**config.mk**
```make
export PLATFORM = sky130hd
export DESIGN_NAME = pipe_stall_regs
export DESIGN_NICKNAME = d
export VERILOG_FILES = /design/src/rtl/pipe_stall_regs.sv
export SDC_FILE = /design/constraint.sdc
export NUM_CORES = 1
export LEC_CHECK = 0
export CORE_AREA = 5 5 183 167
export DETAILED_ROUTE_END_ITERATION = 16
export DIE_AREA = 0 0 188 172
export GPL_TIMING_DRIVEN = 0
export SETUP_SLACK_MARGIN = 0.15
export SLEW_MARGIN = 20
export SYNTH_ARGS = -nofsm -noshare
export SYNTH_HDL_FRONTEND = slang
export SYNTH_SLANG_ARGS = --single-unit
```
**constraint.sdc**
```tcl
create_clock -name clk -period 1.6 [get_ports clk]
set_input_delay 0.16 -clock clk [delete_from_list [all_inputs] [get_ports clk]]
set_output_delay 0.16 -clock clk [all_outputs]
set_load 0.03 [all_outputs]
```
**src/rtl/pipe_stall_regs.sv**
```systemverilog
// Front-end pipeline state: PC, IF/ID and ID/EX latches driven by the load-use stall
// controls and a branch-taken flush, plus saturating stall/flush cycle counters.
module pipe_stall_regs #(
    parameter logic [31:0] RESET_PC  = 32'h0000_0000,
    parameter int          CTRL_W    = 9,
    parameter int          MEMRD_BIT = 3,
    parameter int          CNT_W     = 16
) (
    input  logic              clk,
    input  logic              rst_n,
    input  logic              PCWr,
    input  logic              IFIDWr,
    input  logic              hazCtrl,
    input  logic              branchTaken,
    input  logic [31:0]       branchTarget,
    input  logic [31:0]       instrIn,
    input  logic [CTRL_W-1:0] idCtrl,
    input  logic [4:0]        idRs,
    input  logic [4:0]        idRt,
    input  logic [4:0]        idRd,
    output logic [31:0]       pcOut,
    output logic [31:0]       IFIDInstr,
    output logic [31:0]       IFIDPc4,
    output logic [CTRL_W-1:0] IDEXCtrl,
    output logic [4:0]        IDEXRegRs,
    output logic [4:0]        IDEXRegRt,
    output logic [4:0]        IDEXRegRd,
    output logic              IDEXMemRead,
    output logic [CNT_W-1:0]  stallCnt,
    output logic [CNT_W-1:0]  flushCnt
);

    localparam logic [CNT_W-1:0] CNT_MAX = {CNT_W{1'b1}};

    logic [31:0]       pc_reg, pc_next;
    logic [31:0]       pc_plus4;
    logic [31:0]       ifid_instr_reg, ifid_instr_next;
    logic [31:0]       ifid_pc4_reg, ifid_pc4_next;
    logic [CTRL_W-1:0] idex_ctrl_reg, idex_ctrl_next;
    logic [4:0]        idex_rs_reg, idex_rt_reg, idex_rd_reg;
    logic [CNT_W-1:0]  stall_cnt_reg, stall_cnt_next;
    logic [CNT_W-1:0]  flush_cnt_reg, flush_cnt_next;

    assign pc_plus4 = pc_reg + 32'd4;

    // A taken branch beats both write-enables: the redirect must land even mid-stall.
    always_comb begin
        pc_next = pc_reg;
        if (branchTaken)
            pc_next = branchTarget;
        else if (PCWr)
            pc_next = pc_plus4;
    end

    always_comb begin
        ifid_instr_next = ifid_instr_reg;
        ifid_pc4_next   = ifid_pc4_reg;
        if (branchTaken) begin
            ifid_instr_next = 32'd0;
            ifid_pc4_next   = 32'd0;
        end else if (IFIDWr) begin
            ifid_instr_next = instrIn;
            ifid_pc4_next   = pc_plus4;
        end
    end

    // Bubble zeroes MemRead too, so hazard detection cannot re-fire on its own bubble.
    always_comb begin
        idex_ctrl_next = hazCtrl ? '0 : idCtrl;
    end

    always_comb begin
        stall_cnt_next = stall_cnt_reg;
        flush_cnt_next = flush_cnt_reg;
        if (hazCtrl && (stall_cnt_reg != CNT_MAX))
            stall_cnt_next = stall_cnt_reg + 1'b1;
        if (branchTaken && (flush_cnt_reg != CNT_MAX))
            flush_cnt_next = flush_cnt_reg + 1'b1;
    end

    always_ff @(posedge clk or negedge rst_n) begin
        if (!rst_n) begin
            pc_reg         <= RESET_PC;
            ifid_instr_reg <= 32'd0;
            ifid_pc4_reg   <= 32'd0;
            idex_ctrl_reg  <= '0;
            idex_rs_reg    <= 5'd0;
            idex_rt_reg    <= 5'd0;
            idex_rd_reg    <= 5'd0;
            stall_cnt_reg  <= '0;
            flush_cnt_reg  <= '0;
        end else begin
            pc_reg         <= pc_next;
            ifid_instr_reg <= ifid_instr_next;
            ifid_pc4_reg   <= ifid_pc4_next;
            idex_ctrl_reg  <= idex_ctrl_next;
            idex_rs_reg    <= idRs;
            idex_rt_reg    <= idRt;
            idex_rd_reg    <= idRd;
            stall_cnt_reg  <= stall_cnt_next;
            flush_cnt_reg  <= flush_cnt_next;
        end
    end

    assign pcOut       = pc_reg;
    assign IFIDInstr   = ifid_instr_reg;
    assign IFIDPc4     = ifid_pc4_reg;
    assign IDEXCtrl    = idex_ctrl_reg;
    assign IDEXRegRs   = idex_rs_reg;
    assign IDEXRegRt   = idex_rt_reg;
    assign IDEXRegRd   = idex_rd_reg;
    assign IDEXMemRead = idex_ctrl_reg[MEMRD_BIT];
    assign stallCnt    = stall_cnt_reg;
    assign flushCnt    = flush_cnt_reg;

endmodule

```
==> results_dict.tcl, run 1 <==
set metrics [dict create \
    status "complete, but fails checks" \
    failed_checks "negative setup slack" \
    vias_per_cell 4.49 \
    numCtsBuffers 17 \
    cts_tree "done" \
    cp_slowest_cell "dfrtp_2" \
    layout_setup_ws_ns -0.172 \
    fmax_ghz 0.564 \
    rsz0062_at_grt "yes" \
    timing.final.crit_share_pct 111 \
    grt_overflow 0 \
    drc 0 \
    io_pins 247 \
    h-tree-depth 4 \
    worst_ep_arrival_time_ns 2.08 \
    layout-drive-gt1-share_pct 33.6 \
    instances_no_fill 1393 \
    nFillCells 2789 \
    antenna_found_initial 1 \
    syn-mean-instance-area_um2 10.7 \
    area_growth_pct 68.8 \
    critPathMaxStageDelay_ns 0.39 \
    rows 59 \
    hold-path-endpoint "IFIDPc4[31]" \
    end_kind "register" \
    clock_path_buffers 2 \
    holdWs_ns 0.0872 \
    placed_area_um2 10200 \
    hold_path.class "input port to register" \
    hp-start "IFIDWr" \
    grt_max_degree 84 \
    finalCriticalPeriod_ns 1.77 \
    core_area_um2 28500 \
    synth_cell_types 45 \
    worst-path-max-fanout 8 \
    clock_sink_count 152 \
    worstSetupStartpointType "register" \
    initial_utilization_pct 24.5 \
    synth-simple-area-share_pct 18.4 \
    drv_slew 0 \
    gp_congestion 0.763 \
    synth_cells 655 \
    dp.cells 1266 \
    fin_util_pct 41.4 \
    hold_viol 0 \
    synthAdderAreaFrac_pct 0.538 \
    via_count 6254 \
    multi_input_area_um2 3500 \
    drtIter0Drc 280 \
    cap_violations 0 \
    wl_um 25000 \
    antenna_cells 0 \
    grtUsageTotal_pct 14.9 \
    nets 1111 \
    crit_chain "clkbuf_16 -> nand4_1 -> nor4_4 -> buf_6 -> nand3_4 -> xnor2_2 -> mux2_2" \
    timing.rr.start "pcOut[18]" \
    ys_ff_latch 152 \
    clk_pin_slew_worst_paths_ns 0.08 \
    muxShareOfSynthArea_pct 6.25 \
    clk_latency_ns 0.43 \
    synth_compound_area_share_pct 6.84 \
    critPathRequiredTime_ns 1.90 \
    setup_viol 38 \
    yosys_warnings 0 \
    die_area_um2 32300 \
    synth-xor-area-share_pct 9.66 \
    setup_tns_ns -3.55 \
    synth_top_family_by_area "simple AND/OR/NAND/NOR gates" \
    r2r_end "pcOut[26]" \
    regToRegSetupSlack_ns -0.17 \
    dpl.hpwl_um 17400 \
    seq_area_frac_synth_pct 54.5 \
    grt_pass1_vias 6427 \
    dieHeight_um 172 \
    leakagePower_nw 5.28 \
    worst-setup-path-type "register to register" \
    wl_per_cell_um 17.9 \
    worst_pin_slew_ns 0.823 \
    root_buffer "clkbuf_16" \
    power_density_nw_per_um2 1050 \
    hold_path_depth 3 \
    drt-pass1-iter-count 4 \
    max-slew-margin-rel_pct 45.1 \
    seqCellArea_um2 3880 \
    io_buffers 244 \
    chipWidth_um 188 \
    startpoint "pcOut[18]" \
    drtAntennaViolNets 0 \
    rr_worst_depth 7 \
    ir_drop_mv 0.675 \
    synth_fp_nets 752 \
    grt_pass1_wl_um 38000 \
    skew_ns 0.0133 \
    fin_area_um2 11800 \
    netlist_area_um2 6980 \
]
[flip-flops by register name (all words and copies together), names as in the netlist]
| name | cells |
|---|---|
| IDEXRegRs | 5 |
| IDEXRegRt | 5 |
| IFIDPc4 | 32 |
| stallCnt | 16 |
| IDEXCtrl | 9 |
| IDEXRegRd | 5 |
| flushCnt | 16 |
| pcOut | 32 |
| IFIDInstr | 32 |
[worst max-delay path by stage]
stage,endpoint,slack [ns],cells after the start
5_1_grt,IFIDPc4[23],-0.27,8
6_report,pcOut[26],-0.17,7
3_5_place_dp,IFIDInstr[28],-0.64,4
2_1_floorplan,IFIDPc4[30],-0.18,7
3_3_place_gp,stallCnt[7],-6.91,1
4_1_cts,IFIDPc4[22],-0.16,8
[cells in the final DEF, fill, tap and decap left out, types with 12 or more instances in the layout]
cell | Yosys | routed
clkdlybuf4s50_1 | 0 | 89
nor2_1 | 84 | 76
clkdlybuf4s15_1 | 0 | 14
xnor2_1 | 27 | 22
clkbuf_2 | 1 | 19
mux2i_1 | 38 | 38
clkbuf_16 | 0 | 18
o21ai_1 | 0 | 24
dfrtp_1 | 152 | 93
clkbuf_1 | 23 | 19
a211oi_1 | 27 | 20
dlygate4sd2_1 | 0 | 97
nand3_2 | 1 | 21
nand2_1 | 63 | 48
clkdlybuf4s15_2 | 0 | 12
nand3_1 | 38 | 12
buf_6 | 0 | 29
nand4_1 | 26 | 26
buf_4 | 3 | 75
dfrtp_2 | 0 | 59
xor2_1 | 50 | 46
[logic make-up after synthesis]
| logic type | after synthesis |
|---|---|
| and+or+nand+nor | 260 |
| buffers and inverters | 43 |
| DFF | 152 |
| AOI/OAI and AO/OA | 77 |
| adders and majority gates | 3 |
| muxes | 43 |
| xor gates and xnor gates | 77 |
[final cells by class]
class | count | share of cell area [%]
repair buffers | 340 | 25.9
multi-input cells | 460 | 29.7
plain buffers | 38 | 2.44
flip-flops and latches | 152 | 32.9
well taps | 366 | 3.88
inverters | 5 | 0.159
clock buffers | 18 | 3.64
clock inverters | 14 | 1.38
[per-layer routing]
metal / share of wire [%] / vias to the layer above / global-route usage (%) / wire [um]
li1: - / 2983 / - / -
met1: 43 / 3065 / 18.8 / 10800
met2: 48 / 184 / 24.3 / 12000
met3: 7.7 / 20 / 5.79 / 1930
met4: 0.97 / 2 / 3.96 / 242
met5: 0.028 / - / 0 / 7
[power by group]
part	internal, mW	switching [mW]
clock network	2.23	1.92
logic	1.51	1.93
registers	4.27	0.472
[worst max-delay path, delay by kind of cell, from the launching register on]
family,cells,cell delay [ns]
flip-flops,1,0.39
multiplexers,1,0.25
XOR/XNOR,1,0.14
buffers and inverters,2,0.33
AND/OR/NAND/NOR,3,0.53
[cell usage after synthesis (all sizes together)]
library cell / n / share of area [%]
ha: 3 / 0.54
nand3: 39 / 2.9
o31ai: 1 / 0.11
or3: 1 / 0.090
nor4: 3 / 0.70
xnor2: 27 / 3.4
clkbuf: 27 / 1.9
dfrtp: 152 / 54
o21ai: 30 / 2.2
nand4: 28 / 2.9
nand4b: 1 / 0.13
and4: 1 / 0.13
a31oi: 5 / 0.45
mux2: 5 / 0.81
xor2: 50 / 6.3
a21oi: 9 / 0.64
inv: 5 / 0.27
nor2b: 11 / 0.99
nor3: 10 / 0.95
buf: 10 / 1.2
a211oi: 27 / 2.9
a22oi: 1 / 0.11
and2: 4 / 0.38
nand2: 63 / 3.4
mux2i: 38 / 5.4
and3: 12 / 1.1
a311oi: 2 / 0.25
a41oi: 1 / 0.13
bufbuf: 1 / 0.47
nand3b: 2 / 0.21
nor2: 85 / 4.6
a21boi: 1 / 0.11
[timing repair]
item,CTS,global route
gates cloned,2,0
pin swaps,39,51
hold buffers,1,0
endpoints found under the hold margin,69,0
setup buffers,56,36
gates resized for setup,302,104
endpoints found under the setup margin,239,108
[metrics by stage]
stage | total power [mW] | worst slack [ns]
2_1_floorplan | 6.50 | -0.181
3_3_place_gp | 7.96 | -6.91
3_5_place_dp | 8.00 | -0.640
4_1_cts | 12.2 | -0.159
5_1_grt | 12.9 | -0.271
6_report | 12.3 | -0.172
No activity file was read; power rests on OpenSTA's default activity.
==> run 2: changes to the inputs <==
- CTS_CLUSTER_SIZE: not set -> 20
- SETUP_SLACK_MARGIN: 0.15 -> not set
==> run 2 against run 1 <==
  * The flow still finishes with violations (negative setup slack)
  * Wire length shrank 0.18%
  * Clock-buffer cell count did not move
  * Final area decreased by 0.65%
  * Via count up 0.46%
  * Largest cell class unchanged
  * Clock power is 3% lower
  * Critical endpoint is now IFIDPc4[31]
==> results_dict.tcl, run 2 (synthesis results as in run 1) <==
set metrics [dict create \
    status "complete, but fails checks" \
    failed_checks "negative setup slack" \
    grt_pass1_vias 6592 \
    power_density_nw_per_um2 1020 \
    drc 0 \
    skew_ns 0.0128 \
    wl_um 24900 \
    drv_slew 0 \
    clk_latency_ns 0.42 \
    max-slew-margin-rel_pct 44.2 \
    finalCriticalPeriod_ns 1.80 \
    seqCellArea_um2 3870 \
    clock_path_buffers 2 \
    core_area_um2 28500 \
    grt_max_degree 89 \
    worst-path-max-fanout 6 \
    top_layer "met5" \
    clock_sink_count 152 \
    drt-met1-wl_um 10700 \
    worst_pin_slew_ns 0.838 \
    layout_common_cells "143 x dlygate4sd2_1, 101 x dfrtp_1, 90 x clkdlybuf4s50_1" \
    grt_pass1_wl_um 38500 \
    die_area_um2 32300 \
    via_count 6283 \
    io_buffers 244 \
    layout_commonest_cell "dlygate4sd2_1" \
    multi_input_area_um2 3420 \
    root_buffer "clkbuf_16" \
    drt-pass1-iter-count 4 \
    fmax_ghz 0.554 \
    fin_util_pct 41.1 \
    worstSetupStartpointType "register" \
    io_pins 247 \
    critPathRequiredTime_ns 1.92 \
    worst_ep_arrival_time_ns 2.13 \
    layout-drive-gt1-share_pct 27.7 \
    met2WireLength_um 12000 \
    layout_setup_ws_ns -0.205 \
    wl_per_cell_um 17.9 \
    timing.final.crit_share_pct 113 \
    hold_path.class "input port to register" \
    h-tree-depth 4 \
    nets 1108 \
    antenna_found_initial 3 \
    setup_tns_ns -4.09 \
    numCtsBuffers 17 \
    ir_drop_mv 0.627 \
    drtAntennaViolNets 0 \
    end_kind "register" \
    dpl.hpwl_um 17300 \
    dieHeight_um 172 \
    rsz0062_at_grt "yes" \
    fin_area_um2 11700 \
    setup_viol 38 \
    hold_viol 0 \
    holdWs_ns 0.130 \
    grtUsageTotal_pct 15.1 \
    wl_met3_um 1890 \
    initial_utilization_pct 24.5 \
    dp.cells 1266 \
    area_growth_pct 67.7 \
    grt_overflow 0 \
    dp_slack_ns -0.651 \
    cts_tree "done" \
    power.total_mw 11.9 \
    instances_no_fill 1390 \
    chipWidth_um 188 \
    clk_pin_slew_worst_paths_ns 0.07 \
    worst-setup-path-type "register to register" \
    drtIter0Drc 245 \
    vias_per_cell 4.52 \
    leakagePower_nw 5.41 \
    nFillCells 2761 \
    cap_violations 0 \
    placed_area_um2 10100 \
    gp_congestion 0.760 \
    rows 59 \
    antenna_cells 0 \
]
-- run 2: area by class of cell --
cell class | count | share of cell area [%]
Buffer | 37 | 2.40
Clock buffer | 18 | 3.66
Clock inverter | 14 | 1.20
Inverter | 5 | 0.160
Multi-Input combinational cell | 460 | 29.2
Sequential cell | 152 | 33.0
Tap cell | 366 | 3.91
Timing Repair Buffer | 338 | 26.4
-- run 2: per-layer routing --
| layer | up-vias | GRT usage, % |
|---|---|---|
| met1 | 3069 | 19.6 |
| met3 | 26 | 5.53 |
| met4 | 6 | 3.64 |
| li1 | 2973 | - |
| met5 | - | 0 |
| met2 | 209 | 24.2 |
-- run 2: worst max-delay path: stages (launching register included) --
cell and delay, ns:
dfrtp_2 0.42, nand4_1 0.13, buf_6 0.15, nor4_4 0.27, buf_6 0.20, buf_12 0.11
nand3_4 0.07, xor2_1 0.16, a211oi_2 0.19
-- run 2: final timing paths --
check | from | end | slack, ns | depth (start not counted)
worst max-delay path | pcOut[7] | IFIDPc4[31] | -0.20 | 8
worst min-delay path | IFIDWr | IFIDPc4[29] | 0.13 | 3
worst max register to register | pcOut[7] | IFIDPc4[31] | -0.20 | 8
worst min register to register | flushCnt[14] | flushCnt[14] | 0.49 | 1
max in group asynchronous | rst_n | flushCnt[1] | 0.44 | 3
min in group asynchronous | rst_n | pcOut[17] | 0.25 | 2
-- run 2: report_power, final --
part / total [mW] / internal [mW] / leakage (nW) / switching (mW)
registers: 4.69 / 4.27 / 1.87 / 0.422
logic: 3.20 / 1.36 / 3.26 / 1.85
clock network: 4.02 / 2.19 / 0.273 / 1.83
total: 11.9 / 7.81 / 5.41 / 4.10
-- run 2: what timing repair did --
item                                    CTS  global route
hold endpoints to repair                 64             0
endpoints found under the setup margin  229            64
cloned                                    1             0
setup buffers                            40            52
resized for setup                       214            67
pin swaps                                33            40
hold buffers                              1             0
==> run 3: changes to the inputs <==
- PLACE_DENSITY_LB_ADDON: not set -> 0.12
- TNS_END_PERCENT: not set -> 50
==> run 3 against run 2 <==
  * The flow still finishes with violations (negative setup slack)
  * Final area fell by 2.6%
  * Via count fell by 1.7%
  * Non-clock buffer count is 23 lower
  * Clock-buffer cell count did not move
  * Clock skew rose by 0.00072 ns
  * Die area stayed put
  * Core utilization down 1.0 points
  * Clock power barely moved
  * Sequential share of layout area rose by 0.78 points
  * First-iteration DRC count increased by 44%
  * Hold slack worse by 0.064 ns
  * Largest cell class unchanged
==> results_dict.tcl, run 3 (synthesis results as in run 1) <==
set metrics [dict create \
    worst_ep_arrival_time_ns 2.10 \
    failed_checks "negative setup slack" \
    fin_area_um2 11400 \
    startpoint "pcOut[2]" \
    placed_area_um2 10000 \
    power.clock.fraction_pct 34.0 \
    dieHeight_um 172 \
    crit_chain "buf_6 -> nand4_1 -> nor4_4 -> buf_6 -> buf_8 -> nand2_2 -> xor2_1 -> a211oi_1" \
    die_area_um2 32300 \
    chipWidth_um 188 \
    grt_max_degree 84 \
    p_int_mw 7.76 \
    gp_congestion 0.748 \
    clk_latency_ns 0.43 \
    root_buffer "clkbuf_16" \
    nets 1085 \
    drv_slew 0 \
    dpl.hpwl_um 16900 \
    antenna_found_initial 2 \
    worstSetupStartpointType "register" \
    rsz0062_at_grt "yes" \
    io_pins 247 \
    rows 59 \
    drtIter0Drc 352 \
    drtAntennaViolNets 0 \
    core_area_um2 28500 \
    drt-pass1-iter-count 4 \
    via_count 6178 \
    worst_pin_slew_ns 0.780 \
    ir_drop_mv 0.773 \
    cts_tree "done" \
    finalCriticalPeriod_ns 1.78 \
    grt_overflow 0 \
    layout_commonest_cell "dlygate4sd2_1" \
    status "complete, but fails checks" \
    layout_setup_ws_ns -0.184 \
    grt_pass1_wl_um 37900 \
    hp-start "IFIDWr" \
    numCtsBuffers 17 \
    p_sw_share_pct 34.6 \
    cap_violations 0 \
    max-slew-margin-rel_pct 48.0 \
    worst-path-max-fanout 6 \
    cp_common_cell "buf_6" \
    area_growth_pct 63.4 \
    hold_path.class "input port to register" \
    p_comb_share_pct 26.2 \
    timing.rr.start "pcOut[2]" \
    grt_pass1_vias 6337 \
    io_buffers 244 \
    power_density_nw_per_um2 1040 \
    timing.final.crit_share_pct 112 \
    wl_per_cell_um 17.9 \
    worst-setup-path-type "register to register" \
    leakagePower_nw 5.20 \
    wl_um 24500 \
    hold_viol 0 \
    vias_per_cell 4.52 \
    layout-drive-gt1-share_pct 24.2 \
    critPathMaxStageDelay_ns 0.43 \
    initial_utilization_pct 24.5 \
    drc 0 \
    critPathRequiredTime_ns 1.92 \
    fin_util_pct 40.1 \
    end_kind "register" \
    antenna_cells 0 \
    clock_path_buffers 2 \
    h-tree-depth 4 \
    p_seq_share_pct 39.8 \
    skew_ns 0.0135 \
    p_switching_mw 4.10 \
    cp_slowest_cell "dfrtp_2" \
    clk_pin_slew_worst_paths_ns 0.07 \
    grtUsageTotal_pct 14.9 \
    fmax_ghz 0.560 \
    setup_viol 32 \
    clock_sink_count 152 \
    layout_common_cells "149 x dlygate4sd2_1, 109 x dfrtp_1, 89 x clkdlybuf4s50_1" \
]
## run 3: cell count changes in the layout (fill, tap and decap cells not counted), sizes merged
| cell | previous run | this run |
|---|---|---|
| buf | 107 | 87 |
| dlygate4sd2 | 143 | 149 |
| dlymetal6s2s | 6 | 0 |
| clkbuf | 46 | 43 |
| clkdlybuf4s15 | 0 | 1 |
| clkdlybuf4s50 | 90 | 89 |
| clkinvlp | 3 | 2 |
| inv | 11 | 12 |
## run 3: cell type report
cell class,instances,area (um^2)
clock inverters,14,140
clock buffers,18,429
repair buffers,318,2940
well taps,366,458
multi-input cells,460,3320
plain buffers,34,244
flip-flops and latches,152,3860
inverters,5,18.8
fillers,2859,17100
## run 3: path summary, 6_finish.rpt
check / endpoint / slack [ns] / cells past startpoint
max: IFIDPc4[19] / -0.18 / 8
max in group asynchronous: IFIDInstr[24] / 0.51 / 3
min in group asynchronous: pcOut[9] / 0.29 / 2
min: IFIDPc4[29] / 0.07 / 3
max reg2reg: IFIDPc4[19] / -0.18 / 8
min reg2reg: flushCnt[9] / 0.48 / 1
## run 3: power by group through the flow
stage / Clock [mW] / Combinational [mW] / Sequential, mW
2_1_floorplan: 0 / 0.868 / 5.46
3_3_place_gp: 0 / 3.01 / 4.80
3_5_place_dp: 0 / 3.03 / 4.79
4_1_cts: 4.22 / 2.94 / 4.71
5_1_grt: 4.37 / 3.33 / 4.79
6_report: 4.03 / 3.11 / 4.72
## run 3: routing by layer
metal	global-route usage, %	share of wire (%)	up-vias
li1	-	-	2930
met1	19.8	45	3032
met2	23.4	46	196
met3	5.95	8.0	16
met4	2.71	0.80	4
met5	0	0.16	-
## run 3: timing repair
| item | CTS | global route |
|---|---|---|
| hold buffers | 1 | 0 |
| endpoints found under the setup margin | 238 | 62 |
| gates resized for setup | 226 | 43 |
| endpoints found under the hold margin | 82 | 0 |
| buffers inserted | 44 | 28 |
| gates cloned | 1 | 0 |
| pin swaps | 31 | 32 |
## run 3: metrics by stage
| step | setup WS [ns] | hold WS [ns] | std cells | setup TNS (ns) | power (mW) |
|---|---|---|---|---|---|
| floorplan | -0.184 | -0.136 | 655 | -3.53 | 6.33 |
| finish | -0.184 | 0.0657 | 1367 | -2.32 | 11.9 |
| global placement | -7.24 | 0.479 | 1265 | -1070.33 | 7.81 |
| global route | -0.277 | 0.0520 | 1367 | -6.43 | 12.5 |
| CTS | -0.176 | 0.0454 | 1344 | -2.64 | 11.9 |
| detailed placement | -0.690 | 0.212 | 1266 | -49.92 | 7.82 |
## run 3: worst max-delay path, delay by kind of cell (launching register included)
family,cells,cell delay [ns]
buf+inv,3,0.47
flops,1,0.43
simple gates,3,0.40
compound gates,1,0.23
xor+xnor,1,0.16
==> RTL edit 1, RTL diff (config.mk and constraints of run 2) <==
The parameter `CTRL_W` goes from 9 to 11.
--- a/src/rtl/pipe_stall_regs.sv
+++ b/src/rtl/pipe_stall_regs.sv
@@ -4,3 +4,3 @@
     parameter logic [31:0] RESET_PC  = 32'h0000_0000,
-    parameter int          CTRL_W    = 9,
+    parameter int          CTRL_W    = 11,
     parameter int          MEMRD_BIT = 3,
Ports: changed (resized IDEXCtrl and idCtrl); port bits go from 247 to 251. The function was not compared with the original's and may differ.
==> RTL edit 1 against run 2 <==
  * The run still ends with negative setup slack left
  * Maximum frequency fell by 14%
  * Design area rose by 4.5%
  * Area after synthesis rose by 2.2%
  * Setup slack lost 0.30 ns
  * Total power rose by 8.1%
  * Final cell count increased by 3.4%
  * Sequential cell count increased by 2
  * Routed wire length up 11%
  * Sequential power rose by 1%
  * Critical endpoint unchanged
  * Largest power group unchanged
==> RTL edit 1: results (changes against run 2) <==
Detailed Route WL 27700 microns (was 24900 microns); Post-Place Cells 1300 (was 1266); largest net degree at the start of global routing 90 (was 89); number of global-route vias before repair 6984 (was 6592); worst stage delay on the critical path 0.58 ns (was 0.42 ns); worst-path maximum fanout 4 (was 6); met1 wire length 11400 microns (was 10700 microns); max_slew headroom 54.5% (was 44.2%); syn_area_per_cell 10.4 sq um (was 10.7 sq um); Clock Skew 0.0123 ns (was 0.0128 ns); synth top area cells dfrtp_1 54%, mux2i_1 5.2%, nor2_1 4.5% (was dfrtp_1 54%, xor2_1 6.3%, mux2i_1 5.4%); met3 wire length 2810 microns (was 1890 microns); HP Start idRd[4] (was IFIDWr); Max VDD drop 0.711 mV (was 0.627 mV); Leak 5.59 nW (was 5.41 nW); final setup fails 36 (was 38); CP Data Arrival Time 2.44 ns (was 2.13 ns); first-pass GRT wire length 41400 microns (was 38500 microns); drt first pass iters 6 (was 4); WHS 0.166 ns (was 0.130 ns); Hold Crit Depth 1 (was 3); P_comb 3.43 mW (was 3.20 mW); Finished Layout Cells 1437 (was 1390); vias per cell 4.89 (was 4.52); PnR worst setup slack -0.508 ns (was -0.205 ns); HPWL Detailed 19000 microns (was 17300 microns); CP max-delay cell or4b_4 (was dfrtp_2); reg2reg path depth 6 (was 8); setup bufs post-CTS 70 (was 40); failing checks negative setup slack (unchanged); final setup TNS -11.43 ns (was -4.09 ns); reg2reg start pcOut[4]$_DFFE_PN0N_ (was pcOut[7]$_DFFE_PN0N_); Pwr Density 1050 nW/um^2 (was 1020 nW/um^2); fill count 2718 (was 2761); Final #Nets 1157 (was 1108); post-cts resize count 227 (was 214); status finished with violations (unchanged); share of layout cells above drive strength 1 29.9% (was 27.7%); DP Area 10500 sq um (was 10100 sq um); worst reg2reg path endpoint IFIDPc4[31]$_DFFE_PN0P_ (unchanged); syn_nets 783 (was 752); number of I/O port buffers 249 (was 244); Hold EP IDEXRegRd[4]$_DFF_PN0_ (was IFIDPc4[29]$_DFFE_PN0P_)
RTL edit 1: cells by family after synthesis:
logic type,after synthesis,share of synthesized area (%)
muxes,43,6.14
xor gates and xnor gates,50,6.14
adders and majority gates,3,0.526
DFF,154,54.0
and+or+nand+nor,273,19.9
buffers and inverters,55,3.16
AOI/OAI and AO/OA,106,10.1
RTL edit 1: metal layers:
metal	track usage, %	vias up
li1	-	3230
met1	20.3	3439
met2	26.3	296
met3	6.94	54
met4	4.66	8
met5	0	-
RTL edit 1: final cells by class:
type	instances	area share, %
plain buffers	40	2.32
clock buffers	20	3.73
clock inverters	12	1.73
inverters	10	0.307
multi-input cells	475	29.7
flip-flops and latches	154	32.0
well taps	366	3.74
repair buffers	360	26.5
RTL edit 1: worst max-delay path: cells and delay by family (launching register included):
| kind | cells | cell delay [ns] |
|---|---|---|
| AO/OA/AOI/OAI | 1 | 0.25 |
| buffers and inverters | 2 | 0.28 |
| flip-flops | 1 | 0.37 |
| AND/OR/NAND/NOR | 3 | 1.12 |
==> RTL edit 2, RTL diff (flow settings as in run 2) <==
Without the edit above. Make the reset (`rst_n`) synchronous in one clocked block.
--- a/src/rtl/pipe_stall_regs.sv
+++ b/src/rtl/pipe_stall_regs.sv
@@ -80,3 +80,3 @@
 
-    always_ff @(posedge clk or negedge rst_n) begin
+    always_ff @(posedge clk) begin
         if (!rst_n) begin
Function: differs if rst_n is asserted again (counterexample within 4 cycles, from zero or initial values and one cycle with rst_n low); with rst_n held inactive, the same outputs for 4 cycles.
==> RTL edit 2 against run 2 <==
  * The run still ends with negative setup slack left
  * Design area shrank 5.2%
  * Global-route usage shrank 0.88 points
  * Routed wire length shrank 3.3%
  * Area after synthesis shrank 6.7%
  * Setup slack lost 0.0096 ns
  * Sequential cell count is the same
  * Maximum frequency shrank 0.53%
  * Critical path type unchanged
  * Largest cell class is now multi-input gates
  * Highest routed layer is now met4
Power is not compared: it rests on default switching activity, and its combinational part moved more than twofold at a synthesized area within 25%.
==> RTL edit 2: results (changes against run 2) <==
final setup fails 33 (was 38); reg2reg start pcOut[14]$_SDFFE_PN0N_ (was pcOut[7]$_DFFE_PN0N_); reg2reg path depth 7 (was 8); Final #Nets 1154 (was 1108); PnR worst setup slack -0.214 ns (was -0.205 ns); multiplexer area fraction after synthesis 6.30% (was 6.25%); Compound-Gate Fraction of Synth Area 10.4% (was 6.84%); Global Route met1 Usage 17.4% (was 19.6%); Async S/R FF share, synth 0% (was 100%); top layer in use met4 (was met5); htree depth 4 (unchanged); Clock Skew 0.0129 ns (was 0.0128 ns); Seq/Total Area, Yosys 46.7% (was 54.5%); met3 wire length 2430 microns (was 1890 microns); Hold EP flushCnt[1]$_SDFFE_PN0P_ (was IFIDPc4[29]$_DFFE_PN0P_); GR Util met2 23.2% (was 24.2%); number of global-route vias before repair 6391 (was 6592); WHS 0.147 ns (was 0.130 ns); share of layout cells above drive strength 1 21.0% (was 27.7%); Worst Tran Pin Value 0.753 ns (was 0.838 ns); vias per cell 4.50 (was 4.52); status finished with violations (unchanged); clock-pin slew on the worst setup and hold paths 0.07 ns (about the same); met1 wire length 10300 microns (was 10700 microns); Synth Area in XOR/XNOR 10.2% (was 9.66%); Post-Place Cells 1345 (was 1266); fraction of met3 tracks used by global routing 6.42% (was 5.53%); syn_nets 833 (was 752); initial antenna violation count 0 (was 3); HP Start rst_n (was IFIDWr); register area 3160 sq um (was 3870 sq um); first-pass GRT wire length 36200 microns (was 38500 microns); failing checks negative setup slack (unchanged); routed wl met2 11100 microns (was 12000 microns); Distinct cells, synth 37 (was 45); syn_area_per_cell 8.85 sq um (was 10.7 sq um); DP Area 9730 sq um (was 10100 sq um); Post-Synth Adder-Cell Area 0.576% (was 0.538%); GPL Wtd Cong 0.825 (was 0.760); HPWL Detailed 17600 microns (was 17300 microns); worst-path maximum fanout 5 (was 6); Synth top cells by count 152 x dfxtp_1, 98 x nor2_1, 55 x a21oi_1, 50 x o21ai_0, 41 x mux2i_1 (was 152 x dfrtp_1, 84 x nor2_1, 63 x nand2_1, 50 x xor2_1); Routed wire per std cell 16.8 microns (was 17.9 microns); Detailed Route WL 24100 microns (was 24900 microns); Max VDD drop 0.945 mV; pre-CTS setup slack -0.969 ns (was -0.651 ns); number of I/O port buffers 243 (was 244); DR iter-0 viols 263 (was 245); fill count 2840 (was 2761); drt first pass iters 5 (was 4); worst reg2reg path endpoint pcOut[23]$_SDFFE_PN0N_ (was IFIDPc4[31]$_DFFE_PN0P_); largest net degree at the start of global routing 17 (was 89); synth top area cells dfxtp_1 47%, mux2i_1 6.3%, nor2_1 5.6% (was dfrtp_1 54%, xor2_1 6.3%, mux2i_1 5.4%); final setup TNS -2.45 ns (was -4.09 ns); Tot GR Track Use 14.2% (was 15.1%)
[RTL edit 2: worst max-delay path, cell delays in order, from the launching register on]
cell	delay, ns
dfxtp_4	0.37
buf_6	0.10
nand4_1	0.13
or4_4	0.57
buf_4	0.19
nor3_4	0.12
xnor2_1	0.15
a21oi_1	0.08
[RTL edit 2: what timing repair did]
item                                   CTS  global route
pin swaps                               31            43
endpoints found under the hold margin    0             0
setup endpoints to repair              182            89
gates resized for setup                177            83
buffers inserted                        30            36
cloned                                   1             1
[RTL edit 2: how the worst max path moves through the flow]
| stage | cells after the start | slack (ns) | endpoint | from |
|---|---|---|---|---|
| after detailed placement | 6 | -0.97 | pcOut[25]$_SDFFE_PN0N_ | PCWr |
| final | 7 | -0.21 | pcOut[23]$_SDFFE_PN0N_ | pcOut[14]$_SDFFE_PN0N_ |
| after floorplan | 6 | -0.17 | pcOut[29]$_SDFFE_PN0N_ | pcOut[26]$_SDFFE_PN0N_ |
| after global placement | 6 | -1.01 | pcOut[25]$_SDFFE_PN0N_ | PCWr |
| after CTS | 7 | -0.19 | pcOut[29]$_SDFFE_PN0N_ | pcOut[14]$_SDFFE_PN0N_ |
| after global routing | 6 | -0.30 | pcOut[29]$_SDFFE_PN0N_ | pcOut[14]$_SDFFE_PN0N_ |
[RTL edit 2: report_power, final]
part	total, mW	internal (mW)	leakage (nW)	switching [mW]
logic	1.47	0.667	3.41	0.801
registers	4.07	3.92	1.27	0.148
clock network	4.06	2.37	0.287	1.69
total	9.60	6.96	4.96	2.64
[RTL edit 2: final cells by class]
type	instances	share of cell area (%)
Buffer	44	2.06
Tap cell	366	4.12
Antenna cell	1	0.0225
Multi-Input combinational cell	523	33.7
Inverter	8	0.270
Clock buffer	22	4.47
Clock inverter	9	0.778
Timing Repair Buffer	311	26.2
Sequential cell	152	28.4
